### src/rtl/frame_uart_streamer_pkg.sv
// Shared definitions for the frame-to-UART streamer: FSM state encoding and
// the width of the frame-decimation control.
package frame_uart_streamer_pkg;

  typedef enum logic [2:0] {
    ST_IDLE,
    ST_PRE_WAIT,
    ST_HEADER,
    ST_FETCH,
    ST_SEND,
    ST_TX_WAIT,
    ST_GAP,
    ST_POST_WAIT
  } state_e;

  localparam int SKIP_W = 4;

endpackage

### src/rtl/frame_uart_streamer_if.sv
// Bus bundle between the streamer, the frame RAM read port and the UART Tx.
// The master side is the streamer; the slave side is the RAM/Tx pair.
interface frame_uart_streamer_if #(
  parameter int ADDR_W = 15,
  parameter int DATA_W = 8
) ();

  logic [ADDR_W-1:0] o_Rd_Addr;
  logic              o_Rd_En;
  logic [DATA_W-1:0] i_Rd_Data;
  logic              o_Tx_Start;
  logic [DATA_W-1:0] o_Tx_Data;
  logic              i_Tx_Busy;

  modport master (
    output o_Rd_Addr, o_Rd_En, o_Tx_Start, o_Tx_Data,
    input  i_Rd_Data, i_Tx_Busy
  );

  modport slave (
    input  o_Rd_Addr, o_Rd_En, o_Tx_Start, o_Tx_Data,
    output i_Rd_Data, i_Tx_Busy
  );

endinterface

### src/rtl/frame_uart_streamer_vs_edge_sync.sv
// Two-flop synchroniser for an asynchronous strobe plus a rising-edge detector.
// o_Rise is a single-cycle pulse in the Clk domain.
module frame_uart_streamer_vs_edge_sync (
  input  logic Clk,
  input  logic i_Rst,
  input  logic i_Async,
  output logic o_Rise
);

  logic r_meta;
  logic r_sync;
  logic r_prev;

  // Synchronise the async input and keep the previous synchronised value.
  always_ff @(posedge Clk) begin
    if (i_Rst) begin
      r_meta <= 1'b0;
      r_sync <= 1'b0;
      r_prev <= 1'b0;
    end else begin
      r_meta <= i_Async;
      r_sync <= r_meta;
      r_prev <= r_sync;
    end
  end

  assign o_Rise = r_sync & ~r_prev;

endmodule

### src/rtl/frame_uart_streamer.sv
// Streams one frame from the camera frame RAM to the UART Tx after a
// qualified VSYNC rising edge, with decimation, optional header byte,
// Tx busy handshake, RAM latency alignment and abort.
module frame_uart_streamer
  import frame_uart_streamer_pkg::*;
#(
  parameter int unsigned       ADDR_W          = 15,
  parameter int unsigned       DATA_W          = 8,
  parameter int unsigned       BYTES_PER_FRAME = 9216,
  parameter int unsigned       CNT_W           = 26,
  parameter int unsigned       PRE_WAIT_CYC    = 62500000,
  parameter int unsigned       POST_WAIT_CYC   = 62500000,
  parameter int unsigned       GAP_CYC         = 1085,
  parameter int unsigned       RD_LAT          = 1,
  parameter bit                HEADER_EN       = 1'b1,
  parameter logic [DATA_W-1:0] HEADER_BYTE     = 8'hA5
) (
  input  logic                 Clk,
  input  logic                 i_Rst,
  input  logic                 i_VS,
  input  logic [SKIP_W-1:0]    i_Skip,
  input  logic                 i_Abort,
  frame_uart_streamer_if.master bus,
  output logic                 o_Frame_Indicator,
  output logic                 o_Busy,
  output logic                 o_Frame_Done
);

  localparam logic [ADDR_W-1:0] LAST_ADDR = ADDR_W'(BYTES_PER_FRAME - 1);

  // A wait of cyc cycles ends when the per-state counter reaches cyc-1.
  function automatic logic cnt_hit(input logic [CNT_W-1:0] cnt, input int unsigned cyc);
    if (cyc == 0) return 1'b1;
    return cnt == CNT_W'(cyc - 1);
  endfunction

  state_e              r_state;
  state_e              w_state_nxt;
  logic [CNT_W-1:0]    r_cnt;
  logic [ADDR_W-1:0]   r_addr;
  logic [DATA_W-1:0]   r_tx_data;
  logic [SKIP_W-1:0]   r_skip_cnt;
  logic [RD_LAT-1:0]   r_vld;
  logic                r_rd_pend;
  logic                r_prev_data;
  logic                r_abort_pend;
  logic                r_frame_done;

  logic w_vs_rise;
  logic w_rd_en;
  logic w_tx_start;
  logic w_capture;
  logic w_load_hdr;
  logic w_addr_clr;
  logic w_addr_inc;
  logic w_done;
  logic w_skip_clr;
  logic w_skip_inc;
  logic w_last_data;
  state_e w_gap_dst;

  frame_uart_streamer_vs_edge_sync u_vs_sync (
    .Clk    (Clk),
    .i_Rst  (i_Rst),
    .i_Async(i_VS),
    .o_Rise (w_vs_rise)
  );

  // State register.
  always_ff @(posedge Clk) begin
    if (i_Rst) r_state <= ST_IDLE;
    else       r_state <= w_state_nxt;
  end

  // Next-state logic and per-cycle strobes.
  always_comb begin
    w_state_nxt = r_state;
    w_rd_en     = 1'b0;
    w_tx_start  = 1'b0;
    w_capture   = 1'b0;
    w_load_hdr  = 1'b0;
    w_addr_clr  = 1'b0;
    w_addr_inc  = 1'b0;
    w_done      = 1'b0;
    w_skip_clr  = 1'b0;
    w_skip_inc  = 1'b0;
    w_last_data = r_prev_data && (r_addr == LAST_ADDR);
    w_gap_dst   = w_last_data ? ST_POST_WAIT : ST_FETCH;
    case (r_state)
      ST_IDLE: begin
        if (w_vs_rise) begin
          if (r_skip_cnt == i_Skip) begin
            w_skip_clr  = 1'b1;
            w_state_nxt = ST_PRE_WAIT;
          end else begin
            w_skip_inc = 1'b1;
          end
        end
      end
      ST_PRE_WAIT: begin
        if (i_Abort) begin
          w_state_nxt = ST_POST_WAIT;
        end else if (cnt_hit(r_cnt, PRE_WAIT_CYC)) begin
          w_addr_clr = 1'b1;
          if (HEADER_EN) begin
            w_load_hdr  = 1'b1;
            w_state_nxt = ST_HEADER;
          end else begin
            w_state_nxt = ST_FETCH;
          end
        end
      end
      ST_HEADER, ST_SEND: begin
        if (i_Abort) begin
          w_state_nxt = ST_POST_WAIT;
        end else if (!bus.i_Tx_Busy) begin
          w_tx_start  = 1'b1;
          w_state_nxt = ST_TX_WAIT;
        end
      end
      ST_FETCH: begin
        if (i_Abort) begin
          w_state_nxt = ST_POST_WAIT;
        end else begin
          w_rd_en = !r_rd_pend;
          if (r_vld[RD_LAT-1]) begin
            w_capture   = 1'b1;
            w_state_nxt = ST_SEND;
          end
        end
      end
      ST_TX_WAIT: begin
        // Busy is not yet valid in the first cycle after the start pulse.
        if (r_cnt != '0 && !bus.i_Tx_Busy) begin
          if (r_abort_pend || i_Abort) begin
            w_state_nxt = ST_POST_WAIT;
          end else if (GAP_CYC == 0) begin
            w_state_nxt = w_gap_dst;
            w_done      = w_last_data;
            w_addr_inc  = r_prev_data && !w_last_data;
          end else begin
            w_state_nxt = ST_GAP;
          end
        end
      end
      ST_GAP: begin
        if (i_Abort) begin
          w_state_nxt = ST_POST_WAIT;
        end else if (cnt_hit(r_cnt, GAP_CYC)) begin
          w_state_nxt = w_gap_dst;
          w_done      = w_last_data;
          w_addr_inc  = r_prev_data && !w_last_data;
        end
      end
      ST_POST_WAIT: begin
        if (cnt_hit(r_cnt, POST_WAIT_CYC)) begin
          w_addr_clr  = 1'b1;
          w_state_nxt = ST_IDLE;
        end
      end
      default: w_state_nxt = ST_IDLE;
    endcase
  end

  // Per-state cycle counter, cleared on every state change.
  always_ff @(posedge Clk) begin
    if (i_Rst || w_state_nxt != r_state) r_cnt <= '0;
    else                                 r_cnt <= r_cnt + 1'b1;
  end

  // Read address: cleared at frame start/end, advanced after each data byte.
  always_ff @(posedge Clk) begin
    if (i_Rst || w_addr_clr) r_addr <= '0;
    else if (w_addr_inc)     r_addr <= r_addr + 1'b1;
  end

  // Tx byte register, stable from start until the next load.
  always_ff @(posedge Clk) begin
    if (i_Rst)           r_tx_data <= '0;
    else if (w_load_hdr) r_tx_data <= HEADER_BYTE;
    else if (w_capture)  r_tx_data <= bus.i_Rd_Data;
  end

  // Frame decimation counter.
  always_ff @(posedge Clk) begin
    if (i_Rst || w_skip_clr) r_skip_cnt <= '0;
    else if (w_skip_inc)     r_skip_cnt <= r_skip_cnt + 1'b1;
  end

  // Read-valid shift register aligning capture to the RAM latency.
  always_ff @(posedge Clk) begin
    if (i_Rst || r_state != ST_FETCH) begin
      r_vld <= '0;
    end else begin
      r_vld[0] <= w_rd_en;
      for (int i = 1; i < int'(RD_LAT); i++) r_vld[i] <= r_vld[i-1];
    end
  end

  // One read per FETCH visit.
  always_ff @(posedge Clk) begin
    if (i_Rst || r_state != ST_FETCH) r_rd_pend <= 1'b0;
    else if (w_rd_en)                 r_rd_pend <= 1'b1;
  end

  // Remember whether the byte in flight was data (vs header) and any abort seen mid-byte.
  always_ff @(posedge Clk) begin
    if (i_Rst) begin
      r_prev_data  <= 1'b0;
      r_abort_pend <= 1'b0;
    end else begin
      if (w_tx_start) r_prev_data <= (r_state == ST_SEND);
      r_abort_pend <= (r_state == ST_TX_WAIT) && (r_abort_pend || i_Abort);
    end
  end

  // Frame-complete pulse, visible in the first POST_WAIT cycle.
  always_ff @(posedge Clk) begin
    if (i_Rst) r_frame_done <= 1'b0;
    else       r_frame_done <= w_done;
  end

  assign bus.o_Rd_Addr  = r_addr;
  assign bus.o_Rd_En    = w_rd_en;
  assign bus.o_Tx_Start = w_tx_start;
  assign bus.o_Tx_Data  = r_tx_data;
  assign o_Frame_Indicator = (r_state == ST_IDLE);
  assign o_Busy            = (r_state != ST_IDLE);
  assign o_Frame_Done      = r_frame_done;

endmodule

### src/flat_wrapper.sv
// flat-port wrapper written by rule: the top's interface ports become plain ports
module frame_uart_streamer_flat import frame_uart_streamer_pkg::*;
#(
  parameter int unsigned       ADDR_W          = 15,
  parameter int unsigned       DATA_W          = 8,
  parameter int unsigned       BYTES_PER_FRAME = 9216,
  parameter int unsigned       CNT_W           = 26,
  parameter int unsigned       PRE_WAIT_CYC    = 62500000,
  parameter int unsigned       POST_WAIT_CYC   = 62500000,
  parameter int unsigned       GAP_CYC         = 1085,
  parameter int unsigned       RD_LAT          = 1,
  parameter bit                HEADER_EN       = 1'b1,
  parameter logic [DATA_W-1:0] HEADER_BYTE     = 8'hA5
)
  (Clk, i_Rst, i_VS, i_Skip, i_Abort, o_Frame_Indicator, o_Busy, o_Frame_Done, bus_o_Rd_Addr, bus_o_Rd_En, bus_o_Tx_Start, bus_o_Tx_Data, bus_i_Rd_Data, bus_i_Tx_Busy);
  frame_uart_streamer_if #(.ADDR_W(ADDR_W), .DATA_W(DATA_W)) bus_i ();
  input  logic Clk;
  input  logic i_Rst;
  input  logic i_VS;
  input  logic [SKIP_W-1:0] i_Skip;
  input  logic i_Abort;
  output logic o_Frame_Indicator;
  output logic o_Busy;
  output logic o_Frame_Done;
  output wire logic [$bits(bus_i.o_Rd_Addr)-1:0] bus_o_Rd_Addr;
  output wire logic [$bits(bus_i.o_Rd_En)-1:0] bus_o_Rd_En;
  output wire logic [$bits(bus_i.o_Tx_Start)-1:0] bus_o_Tx_Start;
  output wire logic [$bits(bus_i.o_Tx_Data)-1:0] bus_o_Tx_Data;
  input wire logic [$bits(bus_i.i_Rd_Data)-1:0] bus_i_Rd_Data;
  input wire logic [$bits(bus_i.i_Tx_Busy)-1:0] bus_i_Tx_Busy;
  assign bus_o_Rd_Addr = bus_i.o_Rd_Addr;
  assign bus_o_Rd_En = bus_i.o_Rd_En;
  assign bus_o_Tx_Start = bus_i.o_Tx_Start;
  assign bus_o_Tx_Data = bus_i.o_Tx_Data;
  assign bus_i.i_Rd_Data = bus_i_Rd_Data;
  assign bus_i.i_Tx_Busy = bus_i_Tx_Busy;
  frame_uart_streamer #(.ADDR_W(ADDR_W), .DATA_W(DATA_W), .BYTES_PER_FRAME(BYTES_PER_FRAME), .CNT_W(CNT_W), .PRE_WAIT_CYC(PRE_WAIT_CYC), .POST_WAIT_CYC(POST_WAIT_CYC), .GAP_CYC(GAP_CYC), .RD_LAT(RD_LAT), .HEADER_EN(HEADER_EN), .HEADER_BYTE(HEADER_BYTE)) u_core (.Clk(Clk), .i_Rst(i_Rst), .i_VS(i_VS), .i_Skip(i_Skip), .i_Abort(i_Abort), .bus(bus_i), .o_Frame_Indicator(o_Frame_Indicator), .o_Busy(o_Busy), .o_Frame_Done(o_Frame_Done));
endmodule
### config.mk
export PLATFORM = sky130hd
export DESIGN_NAME = frame_uart_streamer_flat
export DESIGN_NICKNAME = d
export VERILOG_FILES = /design/src/rtl/frame_uart_streamer_pkg.sv /design/src/rtl/frame_uart_streamer_if.sv /design/src/rtl/frame_uart_streamer_vs_edge_sync.sv /design/src/rtl/frame_uart_streamer.sv /design/src/flat_wrapper.sv
export SDC_FILE = /design/constraint.sdc
export NUM_CORES = 1
export LEC_CHECK = 0
export CAP_MARGIN = 20
export CORE_MARGIN = 2
export CORE_UTILIZATION = 60
export CTS_CLUSTER_SIZE = 10
export DETAILED_ROUTE_END_ITERATION = 16
export PLACE_DENSITY_LB_ADDON = 0.08
export SYNTH_ARGS = -nofsm -noshare
export SYNTH_HDL_FRONTEND = slang
export SYNTH_SLANG_ARGS = --single-unit
export TNS_END_PERCENT = 20
### constraint.sdc
create_clock -name Clk -period 3.8 [get_ports Clk]
set_input_delay 1.14 -clock Clk [delete_from_list [all_inputs] [get_ports Clk]]
set_output_delay 1.14 -clock Clk [all_outputs]
set_load 0.005 [all_outputs]
==> metrics.md <==
| Metric | Value |
|---|---|
| Congestion Overflow GR | `0` |
| R2R setup slack | `1.05 ns` |
| VDD IR max | `0.000525 V` |
| Die width | `79.9 um` |
| Min cycle time layout | `3.72 ns` |
| Routed vias/inst | `5.94` |
| CP endpoint kind | `primary output` |
| Area growth from synthesis to layout | `20.7%` |
| # IOs | `45` |
| Port bufs | `44` |
| Dominant synthesized flop cell | `dfxtp_1` |
| HP Class | `flop to flop` |
| Measured slew at the worst slew-check pin | `0.577 ns` |
| Layout Nets | `462` |
| Pleak | `0.00140 uW` |
| Synth Area per Inst | `8.78 um2` |
| Pre-CTS setup slack | `0.0445 ns` |
| Number of synthesized register bits | `64` |
| Count of cell types in the netlist | `48` |
| Detail Route Antenna Nets | `0` |
| Setup CP Type | `primary input to primary output` |
| Worst slew margin | `61.5%` |
| Clock sink total | `64` |
| Hold Fails Final Rpt | `0` |
| Syn Nets | `415` |
| Final total power | `1880 uW` |
| Setup_tns | `0 ns` |
| Setup crit start | `i_Abort` |
| Worst-case clock buffer depth | `2` |
| Initial antenna violation count | `0` |
| Unrepaired setup endpoints after global routing | `no` |
| Residual DRC | `0` |
| Root Buffer | `clkbuf_8` |
| Core area | `0.00554 mm2` |
| Die Ht | `79.9 um` |
| Drt total wl | `7.64 mm` |
| Ant. Diodes | `0` |
| Placed Instances | `502` |
| DRT Pass-1 Iters | `5` |
| Fin crit share | `97.8%` |
| Startpoint types | `primary input` |
| Yosys warning count | `0` |
| Critical Path Fanout Max | `12` |
| Site Rows | `27` |
| CTS tree | `built` |
| Number of global-route vias before repair | `2,806` |
| Max-cap viol count | `0` |
| Critical Path Sink | `bus_o_Tx_Start` |
| Max Fclk | `0.269 GHz` |
| CTS H-tree lvls | `3` |
| Drt wl/cell | `14.8 um` |
| Global placement routability congestion | `0.847` |
| Async SR Flop Fraction | `0%` |
| Highest-count cells in the layout ignoring fill and taps | `64 x dfxtp_1, 44 x nor2_1, 43 x clkdlybuf4s50_1` |
| Finished Layout Cells | `517` |
| Initial Util | `62.4%` |
| Commonest non-fill, non-tap cell in the layout | `dfxtp_1` |
| Arr. time, crit path | `2.58 ns` |
| Yosys top cell area share | `37.0%` |
| Clk slew on worst S/H paths | `0.06 ns` |
| HPWL after detailed placement | `5.17 mm` |
| Setup violators final | `0` |
| CTS Buf Count | `9` |
| Worst R2R Path Depth | `9` |
| GRT Total Usage | `24.9%` |
| Clock skew | `0.00647 ns` |
| Pwr dens | `450 mW/mm2` |
| Post-route worst setup slack | `0.0830 ns` |
| Worst skew pair latency | `0.34 ns` |
| R2R Path Start | `u_core.r_cnt[0]$_SDFF_PP0_` |
| Seq/Total Area, Yosys | `37.0%` |
| Mapped Cells | `394` |
| Max-slew violation count | `0` |
| CP required | `2.66 ns` |
| RR Endpoint | `u_core.r_cnt[22]$_SDFF_PP0_` |
| Post-synth top area cell | `dfxtp_1` |
| First-pass GRT wire length | `12.5 mm` |
| Initial DRC count | `229` |
| Die ar. | `0.00639 mm2` |
| Netlist Area Pre-Place | `0.00346 mm2` |
| Post-synth EDFFs | `0` |
| Run status | `completed` |
| Routed via count | `3,070` |
| Layout cells sized above 1 | `13.7%` |
| Post-CTS Setup Bufs | `0` |
| Largest net degree at the start of global routing | `28` |
| Synth area leaders | `dfxtp_1 37%, nor4_2 9.0%, xor2_1 6.3%` |
## flip-flops by register name, indices dropped and copies added, names as in the netlist
| name | flops |
|---|---|
| u_core.o_Frame_Done | 1 |
| u_core.r_state | 3 |
| u_core.u_vs_sync.r_meta | 1 |
| u_core.r_skip_cnt | 4 |
| u_core.r_cnt | 26 |
| u_core.bus.o_Rd_Addr | 15 |
| u_core.u_vs_sync.r_sync | 1 |
| u_core.u_vs_sync.r_prev | 1 |
| u_core.r_abort_pend | 1 |
| u_core.r_vld | 1 |
| u_core.bus.o_Tx_Data | 8 |
| u_core.r_prev_data | 1 |
| u_core.r_rd_pend | 1 |
## synthesized netlist by cell type, types with 2 or more instances
master,instances
dfxtp_1,64
nor2_1,45
nand3_1,28
nand2_1,25
nor4_2,25
xor2_1,25
xnor2_1,18
inv_1,16
a21oi_1,13
nor4_1,13
nor3_1,12
clkbuf_1,11
and3_1,10
mux2i_1,10
nand4_1,10
o21ai_0,9
nor2b_1,6
buf_6,4
ha_1,4
a31oi_1,3
buf_2,3
nand3b_1,3
nor4b_1,3
o21ai_2,3
or4_1,3
a21boi_0,2
and2_1,2
and4_1,2
nand3_2,2
or3_1,2
## logic make-up after synthesis
| kind of cell | Yosys count | share of synthesized area (%) |
|---|---|---|
| xor gates and xnor gates | 43 | 10.9 |
| and+or+nand+nor | 199 | 35.6 |
| muxes | 10 | 2.89 |
| buffers and inverters | 34 | 4.67 |
| DFF | 64 | 37.0 |
| adders and majority gates | 4 | 1.45 |
| AOI/OAI and AO/OA | 40 | 7.45 |
## metal layers
layer | global-route usage (%) | part of all wire, % | wire length [um]
met2 | 39.4 | 47 | 3580
met3 | 4.64 | 5.5 | 421
met5 | 0 | 0 | 0
met1 | 32.1 | 45 | 3460
met4 | 12.9 | 2.4 | 180
## area by class of cell
type | instances | area (um2)
multi-input combinational | 296 | 2020
fill | 435 | 1370
sequential | 64 | 1280
timing repair buffer | 54 | 518
clock buffer | 12 | 165
tap | 72 | 90.1
inverter | 16 | 60.1
clock inverter | 3 | 40.0
## how the worst min path moves through the flow
stage,startpoint,endpoint,slack [ns],depth (start not counted)
after floorplan,u_core.u_vs_sync.r_meta$_SDFF_PP0_,u_core.u_vs_sync.r_sync$_SDFF_PP0_,0.41,1
after global placement,u_core.r_rd_pend$_SDFFE_PP0P_,u_core.r_vld$_SDFF_PP0_,0.43,1
after detailed placement,u_core.r_rd_pend$_SDFFE_PP0P_,u_core.r_vld$_SDFF_PP0_,0.44,1
after CTS,u_core.u_vs_sync.r_meta$_SDFF_PP0_,u_core.u_vs_sync.r_sync$_SDFF_PP0_,0.45,1
after global routing,u_core.u_vs_sync.r_meta$_SDFF_PP0_,u_core.u_vs_sync.r_sync$_SDFF_PP0_,0.47,1
final,u_core.u_vs_sync.r_meta$_SDFF_PP0_,u_core.u_vs_sync.r_sync$_SDFF_PP0_,0.45,1
## power by group
| part | switching, uW | leakage, uW | total [uW] | internal (uW) |
|---|---|---|---|---|
| clock network | 257 | 0.000108 | 608 | 351 |
| logic | 312 | 0.000778 | 495 | 183 |
| registers | 73.3 | 0.000517 | 775 | 702 |
| total | 642 | 0.00140 | 1880 | 1240 |
## stage by stage
stage | cell area [um2] | utilization, % | hold slack [ns]
finish | 4170 | 75.3 | 0.446
global placement | 3960 | 71.5 | 0.432
global route | 4170 | 75.3 | 0.474
CTS | 4170 | 75.2 | 0.452
detailed placement | 3960 | 71.5 | 0.438
floorplan | 3460 | - | 0.414
## worst max-delay path, cell delays in order
cell and delay, ns:
clkdlybuf4s50_1 0.45, buf_4 0.20, nor2_2 0.10, and3_1 0.17
clkdlybuf4s50_1 0.51
## what timing repair did
| action | in CTS | in global routing |
|---|---|---|
| gates resized for setup | 0 | 2 |
| hold buffers | 0 | 0 |
| setup endpoints to repair | 0 | 2 |
Power figures use the tool's default switching activity.
